**src/rtl/apb_arb_pkg.sv**
```systemverilog
// Shared types and helpers for the APB master arbiter.
package apb_arb_pkg;

  typedef enum logic [1:0] {
    IDLE   = 2'd0,
    SETUP  = 2'd1,
    ACCESS = 2'd2
  } state_e;

  // Index width that stays legal for a single requester.
  function automatic int idx_width(input int n);
    return (n > 1) ? $clog2(n) : 1;
  endfunction

endpackage

```
**src/rtl/apb_rr_picker.sv**
```systemverilog
// Combinational round-robin picker: first set request at or after ptr_i, wrapping.
module apb_rr_picker
  import apb_arb_pkg::*;
#(
  parameter int N_REQ = 2,
  localparam int IW   = idx_width(N_REQ)
) (
  input  logic [N_REQ-1:0] req_i,
  input  logic [IW-1:0]    ptr_i,
  output logic [N_REQ-1:0] win_o,
  output logic [IW-1:0]    idx_o,
  output logic             valid_o
);

  always_comb begin
    int c;
    c       = 0;
    win_o   = '0;
    idx_o   = '0;
    valid_o = 1'b0;
    for (int i = 0; i < N_REQ; i++) begin
      c = int'(ptr_i) + i;
      if (c >= N_REQ) c = c - N_REQ;
      if (!valid_o && req_i[c]) begin
        valid_o = 1'b1;
        idx_o   = IW'(c);
      end
    end
    win_o[idx_o] = valid_o;
  end

endmodule

```
**src/rtl/apb_master_arbiter.sv**
```systemverilog
// Round-robin arbiter sharing one APB master port among N_REQ req/gnt/rsp requesters.
module apb_master_arbiter
  import apb_arb_pkg::*;
#(
  parameter int N_REQ          = 2,
  parameter int ADDR_WIDTH     = 32,
  parameter int DATA_WIDTH     = 32,
  parameter int TIMEOUT_CYCLES = 0,
  parameter int CNT_WIDTH      = $clog2(TIMEOUT_CYCLES + 1)
) (
  input  logic                        clk_i,
  input  logic                        rst_i,
  input  logic [N_REQ-1:0]            req_i,
  input  logic [N_REQ*ADDR_WIDTH-1:0] addr_i,
  input  logic [N_REQ-1:0]            we_i,
  input  logic [N_REQ*DATA_WIDTH-1:0] wdata_i,
  output logic [N_REQ-1:0]            gnt_o,
  output logic [N_REQ-1:0]            rsp_valid_o,
  output logic [DATA_WIDTH-1:0]       rsp_rdata_o,
  output logic                        rsp_err_o,
  output logic [ADDR_WIDTH-1:0]       paddr_o,
  output logic                        psel_o,
  output logic                        penable_o,
  output logic                        pwrite_o,
  output logic [DATA_WIDTH-1:0]       pwdata_o,
  input  logic                        pready_i,
  input  logic [DATA_WIDTH-1:0]       prdata_i,
  input  logic                        pslverr_i
);

  localparam int IW = idx_width(N_REQ);
  // A disabled timeout still needs a 1-bit counter to keep the declarations legal.
  localparam int CW = (CNT_WIDTH > 0) ? CNT_WIDTH : 1;

  state_e                 state_q, state_d;
  logic [IW-1:0]          ptr_q, ptr_d;
  logic [IW-1:0]          own_q, own_d;
  logic [CW-1:0]          cnt_q, cnt_d;
  logic [ADDR_WIDTH-1:0]  addr_q, addr_d;
  logic                   we_q, we_d;
  logic [DATA_WIDTH-1:0]  wdata_q, wdata_d;
  logic [N_REQ-1:0]       rsp_valid_q, rsp_valid_d;
  logic [DATA_WIDTH-1:0]  rdata_q, rdata_d;
  logic                   err_q, err_d;

  logic [N_REQ-1:0]       win;
  logic [IW-1:0]          win_idx;
  logic                   win_vld;
  logic                   timeout, done, arb;

  apb_rr_picker #(.N_REQ(N_REQ)) u_pick (
    .req_i   (req_i),
    .ptr_i   (ptr_q),
    .win_o   (win),
    .idx_o   (win_idx),
    .valid_o (win_vld)
  );

  // Fires on the last allowed ACCESS cycle; pready in that cycle still wins.
  assign timeout = (TIMEOUT_CYCLES != 0) && (state_q == ACCESS) && !pready_i &&
                   (int'(cnt_q) == TIMEOUT_CYCLES - 1);
  assign done    = (state_q == ACCESS) && (pready_i || timeout);
  assign arb     = (state_q == IDLE) || done;

  assign gnt_o       = arb ? win : '0;
  assign psel_o      = (state_q != IDLE);
  assign penable_o   = (state_q == ACCESS);
  assign paddr_o     = addr_q;
  assign pwrite_o    = we_q;
  assign pwdata_o    = wdata_q;
  assign rsp_valid_o = rsp_valid_q;
  assign rsp_rdata_o = rdata_q;
  assign rsp_err_o   = err_q;

  always_comb begin
    state_d     = state_q;
    ptr_d       = ptr_q;
    own_d       = own_q;
    cnt_d       = cnt_q;
    addr_d      = addr_q;
    we_d        = we_q;
    wdata_d     = wdata_q;
    rsp_valid_d = '0;
    rdata_d     = '0;
    err_d       = 1'b0;

    if (done) begin
      rsp_valid_d[own_q] = 1'b1;
      err_d              = pready_i ? pslverr_i : 1'b1;
      if (pready_i && !we_q) rdata_d = prdata_i;
    end

    case (state_q)
      SETUP:   state_d = ACCESS;
      ACCESS:  if (!done && TIMEOUT_CYCLES != 0) cnt_d = cnt_q + 1'b1;
      default: ;
    endcase

    // Completion and a new grant share the cycle, so ACCESS can go straight to SETUP.
    if (arb) begin
      if (win_vld) begin
        state_d = SETUP;
        own_d   = win_idx;
        ptr_d   = (int'(win_idx) == N_REQ - 1) ? '0 : win_idx + 1'b1;
        cnt_d   = '0;
        addr_d  = addr_i[win_idx*ADDR_WIDTH +: ADDR_WIDTH];
        we_d    = we_i[win_idx];
        wdata_d = wdata_i[win_idx*DATA_WIDTH +: DATA_WIDTH];
      end else begin
        state_d = IDLE;
      end
    end
  end

  always_ff @(posedge clk_i) begin
    if (rst_i) begin
      state_q     <= IDLE;
      ptr_q       <= '0;
      own_q       <= '0;
      cnt_q       <= '0;
      addr_q      <= '0;
      we_q        <= 1'b0;
      wdata_q     <= '0;
      rsp_valid_q <= '0;
      rdata_q     <= '0;
      err_q       <= 1'b0;
    end else begin
      state_q     <= state_d;
      ptr_q       <= ptr_d;
      own_q       <= own_d;
      cnt_q       <= cnt_d;
      addr_q      <= addr_d;
      we_q        <= we_d;
      wdata_q     <= wdata_d;
      rsp_valid_q <= rsp_valid_d;
      rdata_q     <= rdata_d;
      err_q       <= err_d;
    end
  end

endmodule

```
**config.mk**
```make
export PLATFORM = sky130hd
export DESIGN_NAME = apb_master_arbiter
export DESIGN_NICKNAME = d
export VERILOG_FILES = /design/src/rtl/apb_arb_pkg.sv /design/src/rtl/apb_rr_picker.sv /design/src/rtl/apb_master_arbiter.sv
export SDC_FILE = /design/constraint.sdc
export NUM_CORES = 1
export LEC_CHECK = 0
export CELL_PAD_IN_SITES_DETAIL_PLACEMENT = 1
export CELL_PAD_IN_SITES_GLOBAL_PLACEMENT = 2
export CORE_MARGIN = 10
export CORE_UTILIZATION = 21
export CTS_CLUSTER_SIZE = 14
export DETAILED_ROUTE_END_ITERATION = 6
export PLACE_DENSITY = 0.95
export RECOVER_POWER = 100
export SYNTH_ARGS = -nofsm -noshare
export SYNTH_HDL_FRONTEND = slang
export SYNTH_SLANG_ARGS = --single-unit
```
**constraint.sdc**
```tcl
create_clock -name clk_i -period 4.4 [get_ports clk_i]
set_input_delay 1.32 -clock clk_i [delete_from_list [all_inputs] [get_ports clk_i]]
set_output_delay 1.32 -clock clk_i [all_outputs]
set_load 0.02 [all_outputs]
```
==> results.tsv, run 1 <==
stage	metric	value	unit
status	status	finished, violations left	
status	failing checks	max-capacitance violations, max-slew violations	
route	drc violations	0	
clocking	Num CTS Buffers	9	
global_routing	vias in the first global route	4421	
sta	f_max	0.233	GHz
logic_synthesis	Unique masters post-synth	24	
global_routing	global-route wire length before repair	26400	microns
sta	setup violators final	0	
setup_path	cells along the critical path	dlygate4sd3_1 -> o21ai_2 -> or3_1 -> inv_1 -> clkdlybuf4s50_1	
final_layout	register area	2080	sq um
route	wire length after detailed routing	17900	microns
sta	Setup WS post-layout	0.105	ns
final_layout	n_diodes	0	
setup_path	CP Data Required Time	3.08	ns
logic_synthesis	Yosys reg bits	104	
logic_synthesis	yosys warns	0	
logic_synthesis	syn avg cell area	10.1	sq um
final_layout	layout cell share with drive strength beyond 1	5.50	%
place	HPWL after detailed placement	13600	microns
logic_synthesis	Net Count, Synth	564	
route	drt pass-1 iters	4	
clocking	H-Tree Depth	3	
final_layout	Multi-input gate area	1640	sq um
sta	Final Hold Fails	0	
place	PortBufs	271	
logic_synthesis	cell area after synthesis	4000	sq um
final_layout	Area Overhead vs Synth	80.5	%
clocking	CTS tree	done	
power_and_ir_drop	VDD IR max	0.169	mV
place	Routability Congestion	0.787	
sta	final period utilization	97.6	%
sta	RSZ-0062 raised after global routing	no	
final_layout	nets	818	
floorplanning	Chip Height	158	microns
setup_path	crit-path leading delay family	buffers and inverters	
floorplanning	total core area	18700	sq um
final_layout	commonest non-fill, non-tap cell in the layout	clkdlybuf4s50_1	
logic_synthesis	Syn Inst Count	396	
clocking	clk root buf	clkbuf_16	
clocking	CTS sink count	104	
power_and_ir_drop	cell area power density	337	nW/um^2
setup_path	buffers plus inverters on the worst setup path	3	
route	via count	4171	
place	DP Worst Slack	0.0736	ns
power_and_ir_drop	Leak	0.00312	uW
floorplanning	die extent in x	158	microns
setup_path	CP Max Fanout	2	
floorplanning	FP Rows	50	
setup_path	CP max stage delay	0.63	ns
global_routing	GRT Total Usage	13.6	%
floorplanning	Die ar.	24900	sq um
setup_path	startpoint types	primary input	
sta	clock skew	0.00855	ns
setup_path	CP max-delay cell	clkdlybuf4s50_1	
sta	setup TNS	0	ns
setup_path	Crit Path Class	primary input to primary output	
route	Vias/cell	4.69	
clocking	# resized after CTS	0	
clocking	cts hold-fix bufs	0	
floorplanning	initial core utilization	21.4	%
clocking	CTS Buffer Depth	2	
global_routing	initial antenna violation count	1	
sta	relative slew slack	-12.6	%
setup_path	Worst Setup End Kind	primary output	
route	drt wl/cell	20.2	microns
clocking	clk_lat worst skew	0.35	ns
route	1st-iter DRT viols	164	
job	MaxCap Viol Count	1	
sta	min Tclk post-route	4.30	ns
final_layout	commonest non-fill, non-tap cells in the layout	clkdlybuf4s50_1 (167), dfxtp_1 (104), dlygate4sd3_1 (103)	
setup_path	Arr. time, crit path	2.98	ns
hold_path	Hold Path Class	register to register	
clocking	CTS clk-pin slew, worst paths	0.08	ns
logic_synthesis	Seq/Total Area, Yosys	52.1	%
final_layout	filler instances	2107	
sta	worst-margin pin slew	1.69	ns
clocking	post-CTS setup buffer count	0	
final_layout	Finished Layout Cells	889	
global_routing	grt ovf	0	
floorplanning	Ports	272	
route	final antenna-violating net count	0	
sta	max-slew violations	34	
place	Placed Instances	873	
global_routing	largest net degree at the start of global routing	39	
cell type report:
type                            count  share of cell area (%)
Timing Repair Buffer              285                    38.8
Sequential cell                   104                    28.9
Multi-Input combinational cell    218                    22.7
Tap cell                          234                    4.06
Clock buffer                        9                    3.12
Inverter                           32                    1.66
Clock inverter                      7                   0.746
cell families after synthesis:
| family | synth area share (%) |
|---|---|
| flops | 52.1 |
| buf+inv | 7.67 |
| compound gates | 26.9 |
| simple gates | 13.3 |
cells in the mapped netlist:
cell type  count  area share, %
a2111oi_2      1           0.38
a211o_1       30            6.6
a21oi_1        4           0.50
a221o_1       35            8.8
a221oi_1      30            6.6
a311oi_1       1           0.22
and2_1        37            5.8
and3_1        32            5.0
buf_2          5           0.63
buf_6          3           0.85
clkbuf_1      34            3.2
dfxtp_1      104             52
inv_1         32            3.0
nand2_1        4           0.38
nand2b_1       1           0.16
nor2_1         3           0.28
nor2b_1        2           0.31
nor2b_4        1           0.34
nor3_1         1           0.13
nor4_1         1           0.16
nor4_2         1           0.31
o21ai_0       31            3.9
or2_2          1           0.16
or3_1          2           0.31
per-layer routing:
metal	share of wire, %	up-vias	track usage (%)	wire length, microns
li1	-	1972	-	-
met1	39	2011	14.9	7000
met2	49	169	23.6	8790
met3	10	17	5.83	1860
met4	1.4	2	3.93	250
met5	0.073	-	0	13
state kept, by name, indices dropped and copies added, names as in the netlist:
name	count
pwrite_o	1
state_q	2
paddr_o	32
own_q	1
ptr_q	1
rsp_valid_o	2
pwdata_o	32
rsp_rdata_o	32
rsp_err_o	1
stage by stage:
stage | cell area (sq um) | util, % | total power (uW) | hold WS, ns
after floorplan | 4000 | - | 1340 | 0.411
after global placement | 6950 | 37.2 | 1700 | 0.454
after detailed placement | 6950 | 37.2 | 1720 | 0.459
after CTS | 7230 | 38.6 | 2520 | 0.471
after global routing | 7210 | 38.6 | 2560 | 0.494
final | 7210 | 38.6 | 2430 | 0.464
worst register-to-register path, stage by stage, from the launching register on:
cell	delay, ns
dfxtp_1	0.45
nor2_1	0.20
clkbuf_1	1.24
a21oi_1	0.19
a311oi_1	0.28
power breakdown:
group          leakage (uW)  internal [uW]  switching [uW]  total (uW)
clock network      0.000134            391             388         779
registers          0.000854           1020            37.7        1050
logic               0.00213            309             291         600
total               0.00312           1710             717        2430
worst paths after layout:
| path | cells past startpoint | slack, ns | startpoint | end |
|---|---|---|---|---|
| max | 5 | 0.10 | req_i[1] | gnt_o[1] |
| min | 2 | 0.46 | pwdata_o[23]$_SDFFE_PP0P_ | pwdata_o[23]$_SDFFE_PP0P_ |
| max reg2reg | 4 | 1.94 | state_q[0]$_SDFFE_PP0P_ | ptr_q$_SDFFE_PP0P_ |
| min reg2reg | 2 | 0.46 | pwdata_o[23]$_SDFFE_PP0P_ | pwdata_o[23]$_SDFFE_PP0P_ |
No activity file was read; power rests on OpenSTA's default activity.
==> run 2, diff against run 1 <==
--- a/config.mk
+++ b/config.mk
@@ -8,11 +8,14 @@
 export CELL_PAD_IN_SITES_DETAIL_PLACEMENT = 1
 export CELL_PAD_IN_SITES_GLOBAL_PLACEMENT = 2
 export CORE_MARGIN = 10
-export CORE_UTILIZATION = 21
+export CORE_UTILIZATION = 38
 export CTS_CLUSTER_SIZE = 14
 export DETAILED_ROUTE_END_ITERATION = 6
-export PLACE_DENSITY = 0.95
+export DONT_BUFFER_PORTS = 1
+export GPL_TIMING_DRIVEN = 0
+export PLACE_DENSITY = 0.92
 export RECOVER_POWER = 100
 export SYNTH_ARGS = -nofsm -noshare
 export SYNTH_HDL_FRONTEND = slang
+export SYNTH_HIERARCHICAL = 1
 export SYNTH_SLANG_ARGS = --single-unit
==> run 2 against run 1 <==
Against the previous run: total power shrank 3.7%; sequential power increased by 12%; critical path depth decreased by 2; synthesized cell count is 1.3% higher; die area fell by 34%; setup slack better by 0.83 ns; clock power up 3.9%; cell count fell by 37%; largest cell class is now sequential cells; final area is 32% lower; the run now ends clean; worst hold slack gained 0.0094 ns; largest power group unchanged; register-to-register slack lost 0.23 ns.
==> results.tsv, run 2 <==
stage	metric	value	unit	change
route	final antenna-violating net count	0		unchanged
final_layout	n_diodes	0		unchanged
place	PortBufs	0		was 271
setup_path	CP Max Fanout	5		was 2
final_layout	design area	4890	sq um	was 7210 sq um
sta	worst-margin pin slew	0.910	ns	was 1.69 ns
floorplanning	total core area	11500	sq um	was 18700 sq um
logic_synthesis	top_reg_cell synth	dfxtp_1		unchanged
global_routing	grt ovf	0		unchanged
final_layout	layout cell share with drive strength beyond 1	18.5	%	was 5.50%
setup_path	Crit Path Class	primary input to primary output		unchanged
logic_synthesis	yosys warns	6		was 0
logic_synthesis	mux cell area share after synthesis	14.5	%	was 0%
sta	final period utilization	78.8	%	was 97.6%
floorplanning	Die ar.	16500	sq um	was 24900 sq um
logic_synthesis	largest family of logic cells by synthesized area	compound AO/OA/AOI/OAI gates		unchanged
logic_synthesis	most common cell in the netlist	dfxtp_1		unchanged
final_layout	commonest non-fill, non-tap cells in the layout	dfxtp_1 (104), a21oi_1 (67), mux2i_1 (65)		was clkdlybuf4s50_1 (167), dfxtp_1 (104), dlygate4sd3_1 (103)
setup_path	Arr. time, crit path	2.15	ns	was 2.98 ns
route	drc violations	0		unchanged
global_routing	initial antenna violation count	0		was 1
global_routing	vias in the first global route	3662		was 4421
status	status	finished clean		was finished, violations left
logic_synthesis	Post-Synth Simple-Gate Area	7.63	%	was 13.3%
setup_path	CP max stage delay	0.42	ns	was 0.63 ns
sta	setup TNS	0	ns	unchanged
logic_synthesis	Post-synth EDFFs	0		unchanged
logic_synthesis	Synth top area share	46.5	%	was 52.1%
power_and_ir_drop	switch share	32.5	%	was 29.5%
logic_synthesis	synth top area cells	dfxtp_1 (46%), mux2i_1 (15%), a211oi_2 (14%), a21oi_1 (7.5%), and2_1 (5.0%)		was dfxtp_1 (52%), a221o_1 (8.8%), a211o_1 (6.6%), a221oi_1 (6.6%), and2_1 (5.8%)
clocking	clk_lat worst skew	0.35	ns	about the same
hold_path	Hold Path Class	register to register		unchanged
clocking	CTS Buffer Depth	2		unchanged
logic_synthesis	asr flop ratio synth	0	%	unchanged
route	Vias/cell	5.72		was 4.69
clocking	Num CTS Buffers	9		unchanged
clocking	cts hold-fix bufs	0		unchanged
final_layout	commonest non-fill, non-tap cell in the layout	dfxtp_1		was clkdlybuf4s50_1
logic_synthesis	Unique masters post-synth	29		was 24
global_routing	largest net degree at the start of global routing	22		was 39
place	HPWL after detailed placement	11800	microns	was 13600 microns
logic_synthesis	Synth Area in Adders	0	%	unchanged
logic_synthesis	Net Count, Synth	569		was 564
logic_synthesis	XOR/XNOR Fraction of Synth Area	0	%	unchanged
setup_path	CP Data Required Time	3.08	ns	about the same
sta	clock skew	0.00604	ns	was 0.00855 ns
power_and_ir_drop	Leak	0.00176	uW	was 0.00312 uW
power_and_ir_drop	combinational power share	15.2	%	was 24.7%
final_layout	nets	580		was 818
power_and_ir_drop	cell internal pwr	1580	uW	was 1710 uW
sta	f_max	0.288	GHz	was 0.233 GHz
sta	setup violators final	0		unchanged
logic_synthesis	Yosys reg bits	104		unchanged
power_and_ir_drop	cell area power density	479	nW/um^2	was 337 nW/um^2
sta	relative slew slack	39.3	%	was -12.6%
hold_path	hold path cells	1		was 2
clocking	H-Tree Depth	3		unchanged
floorplanning	Chip Height	129	microns	was 158 microns
setup_path	CP max-delay cell	and2_0		was clkdlybuf4s50_1
floorplanning	FP Rows	39		was 50
place	Routability Congestion	0.725		was 0.787
final_layout	register area	2080	sq um	unchanged
sta	RSZ-0062 raised after global routing	no		unchanged
logic_synthesis	Seq/Total Area, Yosys	46.5	%	was 52.1%
logic_synthesis	Synth top cells by count	dfxtp_1 (104), a21oi_1 (67), mux2i_1 (65), a211oi_2 (50), and2_1 (36)		was dfxtp_1 (104), and2_1 (37), a221o_1 (35), clkbuf_1 (34)
logic_synthesis	syn avg cell area	11.2	sq um	was 10.1 sq um
power_and_ir_drop	Flop pwr share	50.3	%	was 43.3%
floorplanning	die extent in x	129	microns	was 158 microns
sta	min Tclk post-route	3.47	ns	was 4.30 ns
place	Placed Instance Area	4660	sq um	was 6950 sq um
setup_path	cells along the critical path	and2b_2 -> nor2_1 -> and2_0		was dlygate4sd3_1 -> o21ai_2 -> or3_1 -> inv_1 -> clkdlybuf4s50_1
final_layout	Area Overhead vs Synth	9.16	%	was 80.5%
sta	Final Hold Fails	0		unchanged
logic_synthesis	cell area after synthesis	4480	sq um	was 4000 sq um
final_layout	Multi-input gate area	2060	sq um	was 1640 sq um
setup_path	FF-to-FF path depth	7		was 4
setup_path	startpoint types	primary input		unchanged
clocking	CTS clk-pin slew, worst paths	0.08	ns	about the same
clocking	post-CTS setup buffer count	0		unchanged
sta	max-slew violations	0		was 34
floorplanning	initial core utilization	39.1	%	was 21.4%
clocking	CTS tree	done		unchanged
route	1st-iter DRT viols	131		was 164
logic_synthesis	Syn Inst Count	401		was 396
clocking	clk root buf	clkbuf_16		unchanged
global_routing	GRT Total Usage	16.8	%	was 13.6%
floorplanning	Ports	272		unchanged
route	drt wl/cell	26.4	microns	was 20.2 microns
route	wire length after detailed routing	14800	microns	was 17900 microns
setup_path	Worst Setup End Kind	primary output		unchanged
logic_synthesis	Synth area leader	dfxtp_1		unchanged
clocking	# resized after CTS	0		unchanged
final_layout	filler instances	1270		was 2107
global_routing	global-route wire length before repair	21900	microns	was 26400 microns
job	MaxCap Viol Count	0		was 1
logic_synthesis	post-synthesis compound-gate area fraction	24.9	%	was 26.9%
route	drt pass-1 iters	4		unchanged
route	via count	3204		was 4171
power_and_ir_drop	NetSw	760	uW	was 717 uW
power_and_ir_drop	Clock power frac	34.5	%	was 32.0%
power_and_ir_drop	VDD IR max	0.199	mV	was 0.169 mV
clocking	CTS sink count	104		unchanged
[run 2: cell types whose count changed in the layout (fill, tap and decap cells not counted), moves of 31 or more]
cell             delta
mux2i_1            +65
a211oi_2           +43
a21oi_1            +63
and3_1             -32
inv_1              -31
a221o_1            -35
dlygate4sd3_1     -103
clkdlybuf4s50_1   -167
[run 2: power by group through the flow]
stage | combinational [uW] | clock, uW | sequential (uW)
2_1_floorplan | 307 | 0 | 1170
3_3_place_gp | 362 | 0 | 1200
3_5_place_dp | 375 | 0 | 1200
4_1_cts | 375 | 831 | 1180
5_1_grt | 392 | 877 | 1190
6_report | 355 | 809 | 1180
[run 2: cells by family (layout without fill, tap and decap cells)]
kind of cell / count (synthesis) / in the layout
compound gates: 138 / 138
buf+inv: 41 / 57
flops: 104 / 104
mux: 65 / 65
simple gates: 53 / 53
[run 2: critical path, delay by kind of cell]
kind	cells	cell delay, ns
simple gates	3	0.83
[run 2: routing by layer]
metal	routed length [microns]	global-route usage [%]	share of wire [%]	vias up
li1	-	-	-	1490
met1	5100	16.5	35	1510
met2	7240	28.7	49	191
met3	2200	10.9	15	13
met4	217	4.58	1.5	0
met5	0	0	0	-
[run 2: area by class of cell]
| cell class | instances | area share (%) |
|---|---|---|
| Tap cell | 143 | 3.66 |
| Clock buffer | 9 | 4.61 |
| Buffer | 40 | 5.17 |
| Inverter | 1 | 0.0768 |
| Sequential cell | 104 | 42.6 |
| Multi-Input combinational cell | 256 | 42.1 |
| Clock inverter | 7 | 1.77 |
[run 2: worst paths after layout]
check,from,to,slack [ns]
hold / removal,own_q$_SDFFE_PP0P_,rsp_valid_o[0]$_SDFF_PP0_,0.47
setup / recovery,pready_i,gnt_o[0],0.93
setup reg to reg,ptr_q$_SDFFE_PP0P_,pwdata_o[6]$_SDFFE_PP0P_,1.71
hold reg to reg,own_q$_SDFFE_PP0P_,rsp_valid_o[0]$_SDFF_PP0_,0.47
[run 2: metrics by stage]
stage	util (%)	hold slack, ns	setup slack [ns]	power [uW]	std cells
after global placement	40.6	0.454	1.00	1560	544
after floorplan	-	0.400	1.17	1480	401
after global routing	42.6	0.495	0.876	2460	560
after detailed placement	40.6	0.450	0.992	1580	544
final	42.6	0.473	0.931	2340	560
after CTS	43.3	0.476	0.992	2390	560
==> run 3, diff against run 2 <==
--- a/config.mk
+++ b/config.mk
@@ -8,12 +8,12 @@
 export CELL_PAD_IN_SITES_DETAIL_PLACEMENT = 1
 export CELL_PAD_IN_SITES_GLOBAL_PLACEMENT = 2
 export CORE_MARGIN = 10
-export CORE_UTILIZATION = 38
+export CORE_UTILIZATION = 36
 export CTS_CLUSTER_SIZE = 14
 export DETAILED_ROUTE_END_ITERATION = 6
 export DONT_BUFFER_PORTS = 1
 export GPL_TIMING_DRIVEN = 0
-export PLACE_DENSITY = 0.92
+export PLACE_DENSITY = 0.88
 export RECOVER_POWER = 100
 export SYNTH_ARGS = -nofsm -noshare
 export SYNTH_HDL_FRONTEND = slang
==> constraint.sdc (replaced) <==
create_clock -name clk_i -period 3.6 [get_ports clk_i]
set_input_delay 1.08 -clock clk_i [delete_from_list [all_inputs] [get_ports clk_i]]
set_output_delay 1.08 -clock clk_i [all_outputs]
set_load 0.02 [all_outputs]
==> run 3 against run 2 <==
Against the previous run: sequential cell count is the same; clock power grew 19%; register-to-register slack lost 0.67 ns; first-iteration DRC count shrank 24%; clock skew grew 0.0022 ns; setup slack lost 0.32 ns; total power grew 21%; cell count grew 4.5%; critical path type unchanged; critical endpoint unchanged; largest cell class unchanged; highest routed layer unchanged.
==> results.tsv, run 3 (synthesis gave the netlist of run 2 again) <==
stage	metric	value	unit	change
clocking	cts hold-fix bufs	0		unchanged
final_layout	commonest non-fill, non-tap cells in the layout	dfxtp_1 (104), a21oi_1 (67), mux2i_1 (65)		unchanged
clocking	CTS clk-pin slew, worst paths	0.07	ns	was 0.08 ns
global_routing	largest net degree at the start of global routing	21		was 22
route	1st-iter DRT viols	100		was 131
clocking	Num CTS Buffers	9		unchanged
setup_path	CP max stage delay	0.43	ns	was 0.42 ns
route	drt pass-1 iters	4		unchanged
global_routing	global-route wire length before repair	22700	microns	was 21900 microns
final_layout	commonest non-fill, non-tap cell in the layout	dfxtp_1		unchanged
power_and_ir_drop	Clock power frac	34.0	%	was 34.5%
route	via count	3203		was 3204
sta	setup violators final	0		unchanged
power_and_ir_drop	switch share	32.1	%	was 32.5%
global_routing	vias in the first global route	3619		was 3662
floorplanning	initial core utilization	37.0	%	was 39.1%
route	wire length after detailed routing	15000	microns	was 14800 microns
sta	setup TNS	0	ns	unchanged
clocking	post-CTS setup buffer count	0		unchanged
place	Placed Instance Area	4690	sq um	was 4660 sq um
setup_path	CP Max Fanout	5		unchanged
setup_path	Crit Path Class	primary input to primary output		unchanged
clocking	# resized after CTS	0		unchanged
sta	Final Hold Fails	0		unchanged
clocking	clk_lat worst skew	0.34	ns	was 0.35 ns
power_and_ir_drop	VDD IR max	0.208	mV	was 0.199 mV
setup_path	CP Data Required Time	2.52	ns	was 3.08 ns
clocking	CTS tree	done		unchanged
route	drc violations	0		unchanged
floorplanning	Die ar.	17300	sq um	was 16500 sq um
sta	clock skew	0.00824	ns	was 0.00604 ns
sta	f_max	0.334	GHz	
power_and_ir_drop	cell internal pwr	1920	uW	was 1580 uW
place	PortBufs	0		unchanged
setup_path	CP max-delay cell	and2_0		unchanged
job	MaxCap Viol Count	0		unchanged
setup_path	Arr. time, crit path	1.91	ns	was 2.15 ns
global_routing	initial antenna violation count	0		unchanged
clocking	clk root buf	clkbuf_16		unchanged
power_and_ir_drop	Leak	0.00176	uW	about the same
floorplanning	Chip Height	132	microns	was 129 microns
final_layout	design area	4880	sq um	was 4890 sq um
place	Routability Congestion	0.744		was 0.725
sta	WHS	0.465	ns	was 0.473 ns
clocking	CTS Buffer Depth	2		unchanged
power_and_ir_drop	cell area power density	581	nW/um^2	was 479 nW/um^2
power_and_ir_drop	NetSw	910	uW	was 760 uW
floorplanning	FP Rows	40		was 39
clocking	H-Tree Depth	3		unchanged
sta	final period utilization	83.0	%	
floorplanning	Ports	272		unchanged
route	Vias/cell	5.48		was 5.72
sta	min Tclk post-route	2.99	ns	
route	final antenna-violating net count	0		unchanged
route	drt wl/cell	25.7	microns	was 26.4 microns
sta	max-slew violations	0		unchanged
final_layout	Area Overhead vs Synth	8.99	%	was 9.16%
global_routing	grt ovf	0		unchanged
setup_path	Worst Setup End Kind	primary output		unchanged
sta	worst-margin pin slew	0.784	ns	was 0.910 ns
setup_path	cells along the critical path	and2b_2 -> nor2_1 -> and2_0		unchanged
setup_path	startpoint types	primary input		unchanged
power_and_ir_drop	combinational power share	15.2	%	about the same
sta	relative slew slack	47.7	%	was 39.3%
sta	RSZ-0062 raised after global routing	no		unchanged
final_layout	nets	580		unchanged
floorplanning	die extent in x	132	microns	was 129 microns
global_routing	GRT Total Usage	16.5	%	was 16.8%
final_layout	layout cell share with drive strength beyond 1	17.5	%	was 18.5%
power_and_ir_drop	Flop pwr share	50.8	%	was 50.3%
status	status	finished clean		unchanged
clocking	CTS sink count	104		unchanged
place	HPWL after detailed placement	12100	microns	was 11800 microns
floorplanning	total core area	12100	sq um	was 11500 sq um
hold_path	Hold Path Class	register to register		unchanged
final_layout	n_diodes	0		unchanged
[run 3: cell count changes in the layout (fill, tap and decap cells not counted), sizes merged]
| cell | previous run | this run |
|---|---|---|
| buf | 15 | 17 |
| inv | 4 | 6 |
| clkinvlp | 0 | 1 |
| clkinv | 4 | 1 |
| clkbuf | 34 | 32 |
[run 3: layer usage]
metal | vias up | wire (microns) | track usage (%)
met3 | 11 | 1660 | 8.54
li1 | 1478 | - | -
met2 | 197 | 7510 | 28.8
met1 | 1517 | 5740 | 17.3
met5 | - | 0 | 0
met4 | 0 | 142 | 3.71
[run 3: final timing paths]
check | from | endpoint | slack, ns | depth (start not counted)
worst max-delay path | pready_i | gnt_o[0] | 0.61 | 3
worst max register to register | ptr_q$_SDFFE_PP0P_ | paddr_o[27]$_SDFFE_PP0P_ | 1.04 | 7
worst min-delay path | own_q$_SDFFE_PP0P_ | rsp_valid_o[0]$_SDFF_PP0_ | 0.46 | 1
worst min register to register | own_q$_SDFFE_PP0P_ | rsp_valid_o[0]$_SDFF_PP0_ | 0.46 | 1
[run 3: final cells by class]
cell class                      instances  area (sq um)
Buffer                                 40           258
Clock buffer                            9           225
Clock inverter                          7          70.1
Fill cell                            1370          7230
Inverter                                1          3.75
Multi-Input combinational cell        256          2030
Sequential cell                       104          2080
Tap cell                              168           210
[run 3: per-stage QoR]
step,total power (uW),utilization (%),setup WS [ns],cells
global route,2980,40.3,0.450,585
detailed placement,1930,38.7,0.674,569
CTS,2890,41.2,0.672,585
finish,2830,40.3,0.610,585
floorplan,1810,-,0.849,401
global placement,1910,38.7,0.685,569
[run 3: power groups by stage]
stage	combinational, uW	clock [uW]	sequential (uW)
finish	431	964	1440
global placement	441	0	1470
detailed placement	462	0	1470
floorplan	376	0	1430
CTS	461	989	1440
global route	480	1050	1450
[run 3: worst max-delay path, delay by kind of cell]
| family | cells | cell delay (ns) |
|---|---|---|
| simple gates | 3 | 0.83 |
